### src/rtl/money_bcd_scheduler.sv
// Per-frame binary-to-BCD converter for the money overlay: one shared double-dabble engine, atomic commit.
// Optional leading-zero blanking is enabled by defining MONEY_BCD_LEADING_BLANK_EN.
module money_bcd_scheduler #(
    parameter int unsigned VAL_W = 11
) (
    input  logic             clk,
    input  logic             reset,
    input  logic             frame_start,
    input  logic [VAL_W-1:0] player_stacks [2],
    input  logic [VAL_W-1:0] player_pots   [2],
    input  logic [VAL_W-1:0] pot_size,
    input  logic             current_player,
    output logic [15:0]      your_stack_bcd,
    output logic [15:0]      other_stack_bcd,
    output logic [15:0]      your_pot_bcd,
    output logic [15:0]      other_pot_bcd,
    output logic [15:0]      total_pot_bcd,
    output logic [3:0]       your_stack_blank,
    output logic [3:0]       other_stack_blank,
    output logic [3:0]       your_pot_blank,
    output logic [3:0]       other_pot_blank,
    output logic [3:0]       total_pot_blank,
    output logic             busy,
    output logic             done
);

    localparam int unsigned NSLOT  = 5;
    localparam int unsigned SLOT_W = 3;
    localparam int unsigned CNT_W  = $clog2(VAL_W + 1);

    typedef enum logic [1:0] {IDLE, CONV, COMMIT} state_e;

    state_e             state_q, state_d;
    logic               pend_q, pend_d;
    logic               busy_q, busy_d;
    logic               done_q, done_d;
    logic [SLOT_W-1:0]  slot_q, slot_d;
    logic [CNT_W-1:0]   cnt_q, cnt_d;
    logic [VAL_W-1:0]   bin_q, bin_d;
    logic [15:0]        bcd_q, bcd_d;
    logic [VAL_W-1:0]   snap_q   [NSLOT];
    logic [VAL_W-1:0]   snap_d   [NSLOT];
    logic [15:0]        shadow_q [NSLOT];
    logic [15:0]        shadow_d [NSLOT];
    logic [15:0]        out_q    [NSLOT];
    logic [15:0]        out_d    [NSLOT];
    logic [15:0]        adj;
    logic [15:0]        bcd_shift;
    logic               load;

`ifdef MONEY_BCD_LEADING_BLANK_EN
    logic [3:0]         blank_q [NSLOT];
    logic [3:0]         blank_d [NSLOT];

    // A digit blanks when it and every more-significant digit are zero; ones never blanks.
    function automatic logic [3:0] blank_of(input logic [15:0] v);
        logic [3:0] b;
        b[3] = (v[15:12] == 4'd0);
        b[2] = (v[15:8]  == 8'd0);
        b[1] = (v[15:4]  == 12'd0);
        b[0] = 1'b0;
        return b;
    endfunction
`endif

    // Double-dabble step: add 3 to nibbles >= 5, then shift in the binary MSB.
    always_comb begin
        adj = '0;
        for (int i = 0; i < 4; i++) begin
            adj[4*i +: 4] = (bcd_q[4*i +: 4] >= 4'd5) ? bcd_q[4*i +: 4] + 4'd3 : bcd_q[4*i +: 4];
        end
        bcd_shift = 16'({adj, bin_q[VAL_W-1]});
    end

    always_comb begin
        state_d  = state_q;
        pend_d   = pend_q;
        done_d   = 1'b0;
        slot_d   = slot_q;
        cnt_d    = cnt_q;
        bin_d    = bin_q;
        bcd_d    = bcd_q;
        snap_d   = snap_q;
        shadow_d = shadow_q;
        out_d    = out_q;
        load     = 1'b0;
`ifdef MONEY_BCD_LEADING_BLANK_EN
        blank_d  = blank_q;
`endif

        case (state_q)
            IDLE: begin
                if (frame_start) begin
                    load    = 1'b1;
                    state_d = CONV;
                end
            end
            CONV: begin
                if (frame_start) pend_d = 1'b1;
                bin_d = bin_q << 1;
                bcd_d = bcd_shift;
                cnt_d = cnt_q + CNT_W'(1);
                if (cnt_q == CNT_W'(VAL_W - 1)) begin
                    shadow_d[slot_q] = bcd_shift;
                    cnt_d            = '0;
                    bcd_d            = '0;
                    if (slot_q == SLOT_W'(NSLOT - 1)) begin
                        state_d = COMMIT;
                    end else begin
                        slot_d = slot_q + SLOT_W'(1);
                        bin_d  = snap_q[slot_q + SLOT_W'(1)];
                    end
                end
            end
            COMMIT: begin
                out_d  = shadow_q;
                done_d = 1'b1;
`ifdef MONEY_BCD_LEADING_BLANK_EN
                for (int i = 0; i < NSLOT; i++) blank_d[i] = blank_of(shadow_q[i]);
`endif
                if (pend_q || frame_start) begin
                    pend_d  = 1'b0;
                    load    = 1'b1;
                    state_d = CONV;
                end else begin
                    state_d = IDLE;
                end
            end
            default: state_d = IDLE;
        endcase

        // Fresh snapshot, reordered from the viewing player's perspective.
        if (load) begin
            snap_d[0] = player_stacks[current_player];
            snap_d[1] = player_stacks[~current_player];
            snap_d[2] = player_pots[current_player];
            snap_d[3] = player_pots[~current_player];
            snap_d[4] = pot_size;
            bin_d     = player_stacks[current_player];
            bcd_d     = '0;
            cnt_d     = '0;
            slot_d    = '0;
        end

        busy_d = (state_d != IDLE);
    end

    always_ff @(posedge clk) begin
        if (reset) begin
            state_q  <= IDLE;
            pend_q   <= 1'b0;
            busy_q   <= 1'b0;
            done_q   <= 1'b0;
            slot_q   <= '0;
            cnt_q    <= '0;
            bin_q    <= '0;
            bcd_q    <= '0;
            snap_q   <= '{default: '0};
            shadow_q <= '{default: '0};
            out_q    <= '{default: '0};
        end else begin
            state_q  <= state_d;
            pend_q   <= pend_d;
            busy_q   <= busy_d;
            done_q   <= done_d;
            slot_q   <= slot_d;
            cnt_q    <= cnt_d;
            bin_q    <= bin_d;
            bcd_q    <= bcd_d;
            snap_q   <= snap_d;
            shadow_q <= shadow_d;
            out_q    <= out_d;
        end
    end

`ifdef MONEY_BCD_LEADING_BLANK_EN
    always_ff @(posedge clk) begin
        if (reset) blank_q <= '{default: 4'b1110};
        else       blank_q <= blank_d;
    end

    assign your_stack_blank  = blank_q[0];
    assign other_stack_blank = blank_q[1];
    assign your_pot_blank    = blank_q[2];
    assign other_pot_blank   = blank_q[3];
    assign total_pot_blank   = blank_q[4];
`else
    assign your_stack_blank  = 4'b0000;
    assign other_stack_blank = 4'b0000;
    assign your_pot_blank    = 4'b0000;
    assign other_pot_blank   = 4'b0000;
    assign total_pot_blank   = 4'b0000;
`endif

    assign your_stack_bcd  = out_q[0];
    assign other_stack_bcd = out_q[1];
    assign your_pot_bcd    = out_q[2];
    assign other_pot_bcd   = out_q[3];
    assign total_pot_bcd   = out_q[4];
    assign busy            = busy_q;
    assign done            = done_q;

endmodule

### config.mk
export PLATFORM = sky130hd
export DESIGN_NAME = money_bcd_scheduler
export DESIGN_NICKNAME = d
export VERILOG_FILES = /design/src/rtl/money_bcd_scheduler.sv
export SDC_FILE = /design/constraint.sdc
export NUM_CORES = 1
export LEC_CHECK = 0
export ABC_AREA = 1
export BUFFER_PORTS_ARGS = -buffer_cell sky130_fd_sc_hd__buf_2
export CORE_MARGIN = 10
export CORE_UTILIZATION = 51
export CTS_CLUSTER_DIAMETER = 60
export CTS_CLUSTER_SIZE = 14
export DETAILED_ROUTE_END_ITERATION = 8
export HOLD_SLACK_MARGIN = 0.06
export PLACE_DENSITY = 0.78
export SYNTH_ARGS = -nofsm -noshare
export SYNTH_HDL_FRONTEND = slang
export SYNTH_SLANG_ARGS = --single-unit
### constraint.sdc
create_clock -name clk -period 2 [get_ports clk]
set_input_delay 0.2 -clock clk [delete_from_list [all_inputs] [get_ports clk]]
set_output_delay 0.2 -clock clk [all_outputs]
set_load 0.01 [all_outputs]
==> impl_metrics.ini, run 1 <==
[hold_path]
hold_path_startpoint = reset
hold_class = primary input to flip-flop
holdPathStages = 4
worst_hold_path.endpoint = shadow_q[77]$_SDFFE_PP0P_

[critical_path]
worst-path-max-fanout = 23
cp_data_arrival_time_ps = 2390
critical-path-top-cell-by-count = sky130_fd_sc_hd__dlygate4sd3_1
endpoint_kind = flip-flop
reg2reg_to = snap_q[30]$_SDFFE_PP0P_
crit_type = primary input to flip-flop
critical-path-slowest-cell = sky130_fd_sc_hd__dlygate4sd3_1
cells_traversed_along_the_worst_timing_path = dlygate4sd3_1 > buf_2 > inv_1 > a21oi_4 > buf_12 > o21ai_0 > a31oi_1 > dlygate4sd3_1
worstPathRequired_ps = 2450
critical_path.max_stage_delay_ps = 570
r2r-start = state_q[1]$_SDFF_PP0_
startpoint_type = primary input
reg2reg_setup_slack_ps = 90
worst_r2r_path_depth = 6

[synth]
cell_variety_after_synth = 35
largest_family_of_logic_cells_by_synthesized_area = simple AND/OR/NAND/NOR gates
synth_seq_area_share = 0.4882
synth-compound-area-share = 0.1874
synth_mux_area_frac = 0
synthesis.instances = 1430
area_share_of_and_or_nand_nor_cells_after_synthesis = 0.2305
synthAdderAreaFrac = 0.01201
synth_seq_cells = 254
synth_xor_area_frac = 0.003363
syn_area_sq_um = 10420
synth_warnings = 0
synth.avg_cell_area_sq_um = 7.284

[grt]
number_of_antenna_violations_at_the_first_check_in_global_routing = 0
grt.overflow.total = 0
grt_pass1_vias = 9416
grt_pass1_wl_microns = 47180
grt_start_max_net_pins = 91
global_route.usage.total = 0.2103

[floorplanning]
fp.dieH_microns = 162.9
floorplan.io_pins = 161
placeableCoreArea_sq_um = 20170
initial_utilization = 0.5164
design.die.area_sq_um = 26540
floorplan.rows = 52
die-width_microns = 162.9

[clock_tree]
numCtsBuffers = 22
cts-htree-levels = 1
clockRootBuffer = sky130_fd_sc_hd__clkbuf_16
largest_buffer_count_on_any_clock_path = 3
numClockSinks = 254
clock_latency_ps = 500
cts_tree = yes
path_clk_slew_ps = 70
postCtsSetupRepairBufs = 0

[drt]
per_cell_routed_wire_length_microns = 15.49
vias_per_cell = 5.315
drt_first_iter_violations = 1023
via_count = 10029
drc_errors = 0
detail_route.wirelength_microns = 29240
length_of_the_first_detailed_routing_pass_in_iterations = 6
route.antenna.remaining_nets = 0

[sta]
slew_headroom = 0.6335
final_max_slew_viol_count = 0
setup_tns_ps = 0
grt_setup_unrepaired = false
maxClockFrequency_mhz = 514.6
timing.final.crit_period_ps = 1943
fin_skew_ps = 9.976
finalHoldViolations = 0
final-setup-viol-count = 0
timing_worst_slew_pin_value_ps = 549.8
period_share = 0.9717

[final_layout]
layout-area-overhead-vs-synth_pct = 22.15
highest_count_cells_in_the_layout_ignoring_fill_and_taps = 306 x sky130_fd_sc_hd__nor2_1, 254 x sky130_fd_sc_hd__dfxtp_1, 237 x sky130_fd_sc_hd__nand2_1
most_frequent_standard_cell_in_the_layout_excluding_fill_and_tap_cells = sky130_fd_sc_hd__nor2_1
layout.cell_area.non_filler_sq_um = 12720
num_antenna_cells = 0
finish.cell_count_without_fillers = 1887
num-fill-cells = 1741
finalNetCount = 1684
post_route_cells_drive_above_1_share = 0.1447

[placement]
place_congestion = 0.8668
placed_cell_area_sq_um = 11370
placed_cells_incl_taps = 1792
dp_hpwl_microns = 18810
placement.io_buffers = 140

[pwr]
cellPowerDensity_nw_per_um2 = 779.8
power.combinational.fraction = 0.079
cellLeakagePower_nw = 5.924
netSwitchingFraction = 0.2328
power.net_switching_mw = 2.310
seq_power_share = 0.533
max-vdd-ir-drop_uv = 467.1
internal_power_mw = 7.613
clkPwrFrac = 0.388

[flow_run]
timing.max_cap.violations = 0

[status]
status = complete, no violations
cells by family after synthesis:
group,after synthesis
simple gates,602
compound gates,373
flops,254
buf+inv,186
fa+ha+maj,10
xor+xnor,4
other cells,1
synthesized netlist by cell type:
library cell,count,share of area
sky130_fd_sc_hd__nor2_1,307,0.11
sky130_fd_sc_hd__dfxtp_1,254,0.49
sky130_fd_sc_hd__nand2_1,237,0.085
sky130_fd_sc_hd__o21ai_0,230,0.11
sky130_fd_sc_hd__a21oi_1,95,0.046
sky130_fd_sc_hd__inv_1,66,0.024
sky130_fd_sc_hd__clkbuf_1,65,0.023
sky130_fd_sc_hd__nand3_1,42,0.020
sky130_fd_sc_hd__a31oi_1,34,0.020
sky130_fd_sc_hd__buf_4,21,0.015
sky130_fd_sc_hd__buf_2,15,0.0072
sky130_fd_sc_hd__ha_1,10,0.012
sky130_fd_sc_hd__o21a_1,8,0.0058
sky130_fd_sc_hd__buf_1,5,0.0018
sky130_fd_sc_hd__inv_2,5,0.0018
sky130_fd_sc_hd__nor3_1,5,0.0024
sky130_fd_sc_hd__clkinv_1,4,0.0014
sky130_fd_sc_hd__xor2_1,4,0.0034
sky130_fd_sc_hd__a211oi_1,2,0.0014
sky130_fd_sc_hd__buf_6,2,0.0022
sky130_fd_sc_hd__clkinv_2,2,0.00096
sky130_fd_sc_hd__nand2_2,2,0.0012
sky130_fd_sc_hd__nand3_2,2,0.0019
sky130_fd_sc_hd__nand3_4,2,0.0034
sky130_fd_sc_hd__a21oi_4,1,0.0016
sky130_fd_sc_hd__clkbuf_2,1,0.00048
sky130_fd_sc_hd__conb_1,1,0.00036
sky130_fd_sc_hd__nand2_4,1,0.0011
sky130_fd_sc_hd__nand4_1,1,0.00060
sky130_fd_sc_hd__nor2_2,1,0.00060
sky130_fd_sc_hd__nor2_8,1,0.0019
sky130_fd_sc_hd__nor4_2,1,0.0012
sky130_fd_sc_hd__o211ai_1,1,0.00072
sky130_fd_sc_hd__o22ai_1,1,0.00060
sky130_fd_sc_hd__o31ai_1,1,0.00072
power groups by stage:
stage	Sequential [mW]	Clock (mW)	Combinational, mW
4_1_cts	5.28	3.90	0.740
6_report	5.29	3.85	0.783
3_3_place_gp	5.39	0	0.610
2_1_floorplan	5.35	0	0.453
5_1_grt	5.29	4.10	0.868
3_5_place_dp	5.39	0	0.617
how the worst max path moves through the flow:
stage               depth (start not counted)                        end  slack [ps]                    from
finish                                      8    snap_q[30]$_SDFFE_PP0P_          60             frame_start
global route                                8     slot_q[1]$_SDFFE_PP0P_          20   state_q[1]$_SDFF_PP0_
CTS                                         8  shadow_q[37]$_SDFFE_PP0P_          20   bcd_q[4]$_SDFFE_PP0P_
detailed placement                          8  shadow_q[37]$_SDFFE_PP0P_          70   bcd_q[4]$_SDFFE_PP0P_
global placement                            8  shadow_q[37]$_SDFFE_PP0P_         140   bcd_q[4]$_SDFFE_PP0P_
floorplan                                  13      bin_q[2]$_SDFFE_PP0P_          40  slot_q[0]$_SDFFE_PP0P_
registers in the layout, summed over array words and instances (netlist names), 11 cells and up:
name / count
other_stack_bcd: 16
other_pot_bcd: 16
total_pot_bcd: 16
snap_q: 55
shadow_q: 80
bcd_q: 16
your_stack_bcd: 16
your_pot_bcd: 16
bin_q: 11
repair_timing:
item,CTS,global route
gates resized for setup,0,5
endpoints found under the hold margin,45,0
endpoints found under the setup margin,0,19
hold buffers,67,0
critical path: cells and delay by family:
family	cells	cell delay (ps)
buffers and inverters	5	1530
AO/OA/AOI/OAI	3	640
per-stage QoR:
step	setup WS (ps)	total power, mW	utilization	hold WS, ps
detailed placement	65.41	6.006	0.5636	429.4
floorplan	35.33	5.807	-	334.9
CTS	20.95	9.915	0.6268	70.83
global route	17.97	10.26	0.6308	114.0
global placement	139.8	5.999	0.5636	425.1
finish	56.56	9.922	0.6308	81.44
area by class of cell:
type                    instances  area, sq um  share of cell area
repair buffers                251         1774              0.1394
clock buffers                  25        593.1             0.04661
inverters                      77        296.5             0.02331
clock inverters                 1        11.26           0.0008850
multi-input cells            1009         4626              0.3636
well taps                     270        337.8             0.02655
flip-flops and latches        254         5085              0.3996
layer usage:
layer | GRT usage | part of all wire | vias up | routed length (microns)
met5 | 0 | 0 | - | 0
met2 | 0.3481 | 0.47 | 383 | 13690
li1 | - | - | 4965 | -
met3 | 0.04019 | 0.077 | 66 | 2248
met4 | 0.06967 | 0.027 | 0 | 795
met1 | 0.2697 | 0.43 | 4615 | 12510
(Power assumes the default switching activity.)
==> inputs of run 2 (changes only) <==
- SETUP_SLACK_MARGIN: not set -> 0.4
==> run 2 against run 1 <==
Effect of this change: clock skew increased by 4.4 ps; design area up 2.9%; count of clock-buffer cells in the layout shrank 1; first-iteration DRC count up 4.1%; setup slack gained 330 ps; fmax grew 21%; critical path depth rose by 2; worst hold slack gained 13 ps; clock power rose by 3%; non-clock buffer count rose by 12; total power up 0.76%; sequential share of layout area decreased by 0.94 points; critical endpoint is now bin_q[10]$_SDFFE_PP0P_; largest cell class unchanged; highest routed layer unchanged.
==> impl_metrics.ini, run 2 (synthesis gave the netlist of run 1 again) <==
[sta]
final-setup-viol-count = 0
timing.final.crit_period_ps = 1608
grt_setup_unrepaired = true
finalHoldViolations = 0
fin_skew_ps = 14.40
maxClockFrequency_mhz = 621.7
setup_tns_ps = 0
final_max_slew_viol_count = 0
period_share = 0.8042

[final_layout]
num-fill-cells = 1733
largest_register_ff_count = 80
layout.cell_area.non_filler_sq_um = 13100
highest_count_cells_in_the_layout_ignoring_fill_and_taps = 299 x sky130_fd_sc_hd__nor2_1, 243 x sky130_fd_sc_hd__dfxtp_1, 232 x sky130_fd_sc_hd__nand2_1
biggest_register = shadow_q
largest_registers_in_the_final_layout = shadow_q: 80 flops, snap_q: 55 flops
finalNetCount = 1699
num_antenna_cells = 0
most_frequent_standard_cell_in_the_layout_excluding_fill_and_tap_cells = sky130_fd_sc_hd__nor2_1
post_route_cells_drive_above_1_share = 0.1911
finalCoreUtilization = 0.6493
layout-area-overhead-vs-synth_pct = 25.73

[hold_path]
hold_path_startpoint = reset
hold_class = primary input to flip-flop

[drt]
drt_first_iter_violations = 1065
detail_route.wirelength_microns = 29760
vias_per_cell = 5.332
length_of_the_first_detailed_routing_pass_in_iterations = 5
route.antenna.remaining_nets = 0
via_count = 10147
per_cell_routed_wire_length_microns = 15.64
drc_errors = 0

[critical_path]
worstPathRequired_ps = 2410
cp_data_arrival_time_ps = 2010
crit_type = flip-flop to flip-flop
critical_path.max_stage_delay_ps = 420
cpLargestDelayFamily = flip-flops
startpoint = slot_q[0]$_SDFFE_PP0P_
startpoint_type = flip-flop
critical-path-slowest-cell = sky130_fd_sc_hd__dfxtp_4
cells_traversed_along_the_worst_timing_path = inv_8 > ha_4 > buf_4 > nor2_1 > o21ai_0 > nand3_1 > nand2_1 > nand3_1 > nand2_1 > inv_1
worst-path-max-fanout = 7
r2r-start = slot_q[0]$_SDFFE_PP0P_
crit_buf_inv = 3
endpoint_kind = flip-flop

[grt]
number_of_antenna_violations_at_the_first_check_in_global_routing = 0
global_route_met3_usage = 0.04019
grt_start_max_net_pins = 139
grt.overflow.total = 0
grt_pass1_wl_microns = 46290
global_route.usage.met2 = 0.3502
grt_util_met1 = 0.2545
grt-busiest-layer = met2
grt_pass1_vias = 9298
global_route.usage.total = 0.2071

[pwr]
total_power_mw = 9.998
cellLeakagePower_nw = 6.054
cellPowerDensity_nw_per_um2 = 763.4
max-vdd-ir-drop_uv = 636.6

[floorplanning]
floorplan.io_pins = 161
initial_utilization = 0.5164
die-width_microns = 162.9
design.die.area_sq_um = 26540
placeableCoreArea_sq_um = 20170
floorplan.rows = 52
fp.dieH_microns = 162.9

[clock_tree]
clock_latency_ps = 510
cts-htree-levels = 1
cts_tree = yes
numClockSinks = 254
largest_buffer_count_on_any_clock_path = 3
clockRootBuffer = sky130_fd_sc_hd__clkbuf_16
path_clk_slew_ps = 70
numCtsBuffers = 22

[placement]
place_congestion = 0.9373
placed_cell_area_sq_um = 11460
placement.io_buffers = 140
dp_hpwl_microns = 18670

[status]
status = complete, no violations

[flow_run]
timing.max_cap.violations = 0
[run 2: path summary, 6_finish.rpt]
check	depth (start not counted)	to	slack, ps
worst max-delay path	10	bin_q[10]$_SDFFE_PP0P_	390
worst min-delay path	4	snap_q[35]$_SDFFE_PP0P_	90
worst max register to register	10	bin_q[10]$_SDFFE_PP0P_	390
worst min register to register	2	your_pot_bcd[1]$_SDFFE_PP0N_	450
[run 2: cell type report]
cell class / instances / area (sq um) / area share
sequential: 254 / 5111 / 0.3903
timing repair inverter: 1 / 8.758 / 0.0006688
timing repair buffer: 263 / 1861 / 0.1421
tap: 270 / 337.8 / 0.02580
clock buffer: 24 / 589.3 / 0.04500
clock inverter: 3 / 40.04 / 0.003057
multi-input combinational: 1011 / 4815 / 0.3676
inverter: 77 / 334.1 / 0.02551
[run 2: tightest hold or removal path, cell delays in order]
cell,delay [ps]
sky130_fd_sc_hd__buf_2,120
sky130_fd_sc_hd__inv_4,90
sky130_fd_sc_hd__o21ai_0,80
sky130_fd_sc_hd__a31oi_1,40
[run 2: repair_timing]
item / in CTS / in global routing
pin swaps: 2 / 16
hold endpoints to repair: 45 / 0
resized for setup: 18 / 66
endpoints found under the setup margin: 71 / 104
gates cloned: 0 / 3
hold buffers: 56 / 0
buffers inserted: 7 / 18
[run 2: routing by layer]
metal	part of all wire	wire [microns]
met1	0.41	12170
met2	0.48	14330
met3	0.074	2191
met4	0.036	1074
met5	0	0
[run 2: metrics by stage]
step | instances | setup WS [ps] | hold slack, ps
floorplan | 1449 | 321.0 | 334.9
global placement | 1792 | 321.8 | 434.8
detailed placement | 1792 | 301.9 | 432.6
CTS | 1882 | 373.3 | 87.23
global route | 1903 | 312.5 | 95.55
finish | 1903 | 391.6 | 94.01
[run 2: where the power goes]
group          switching [mW]  internal (mW)
Sequential             0.0961           5.19
Clock                    1.78           2.20
Combinational           0.438          0.297
Total                    2.31           7.68
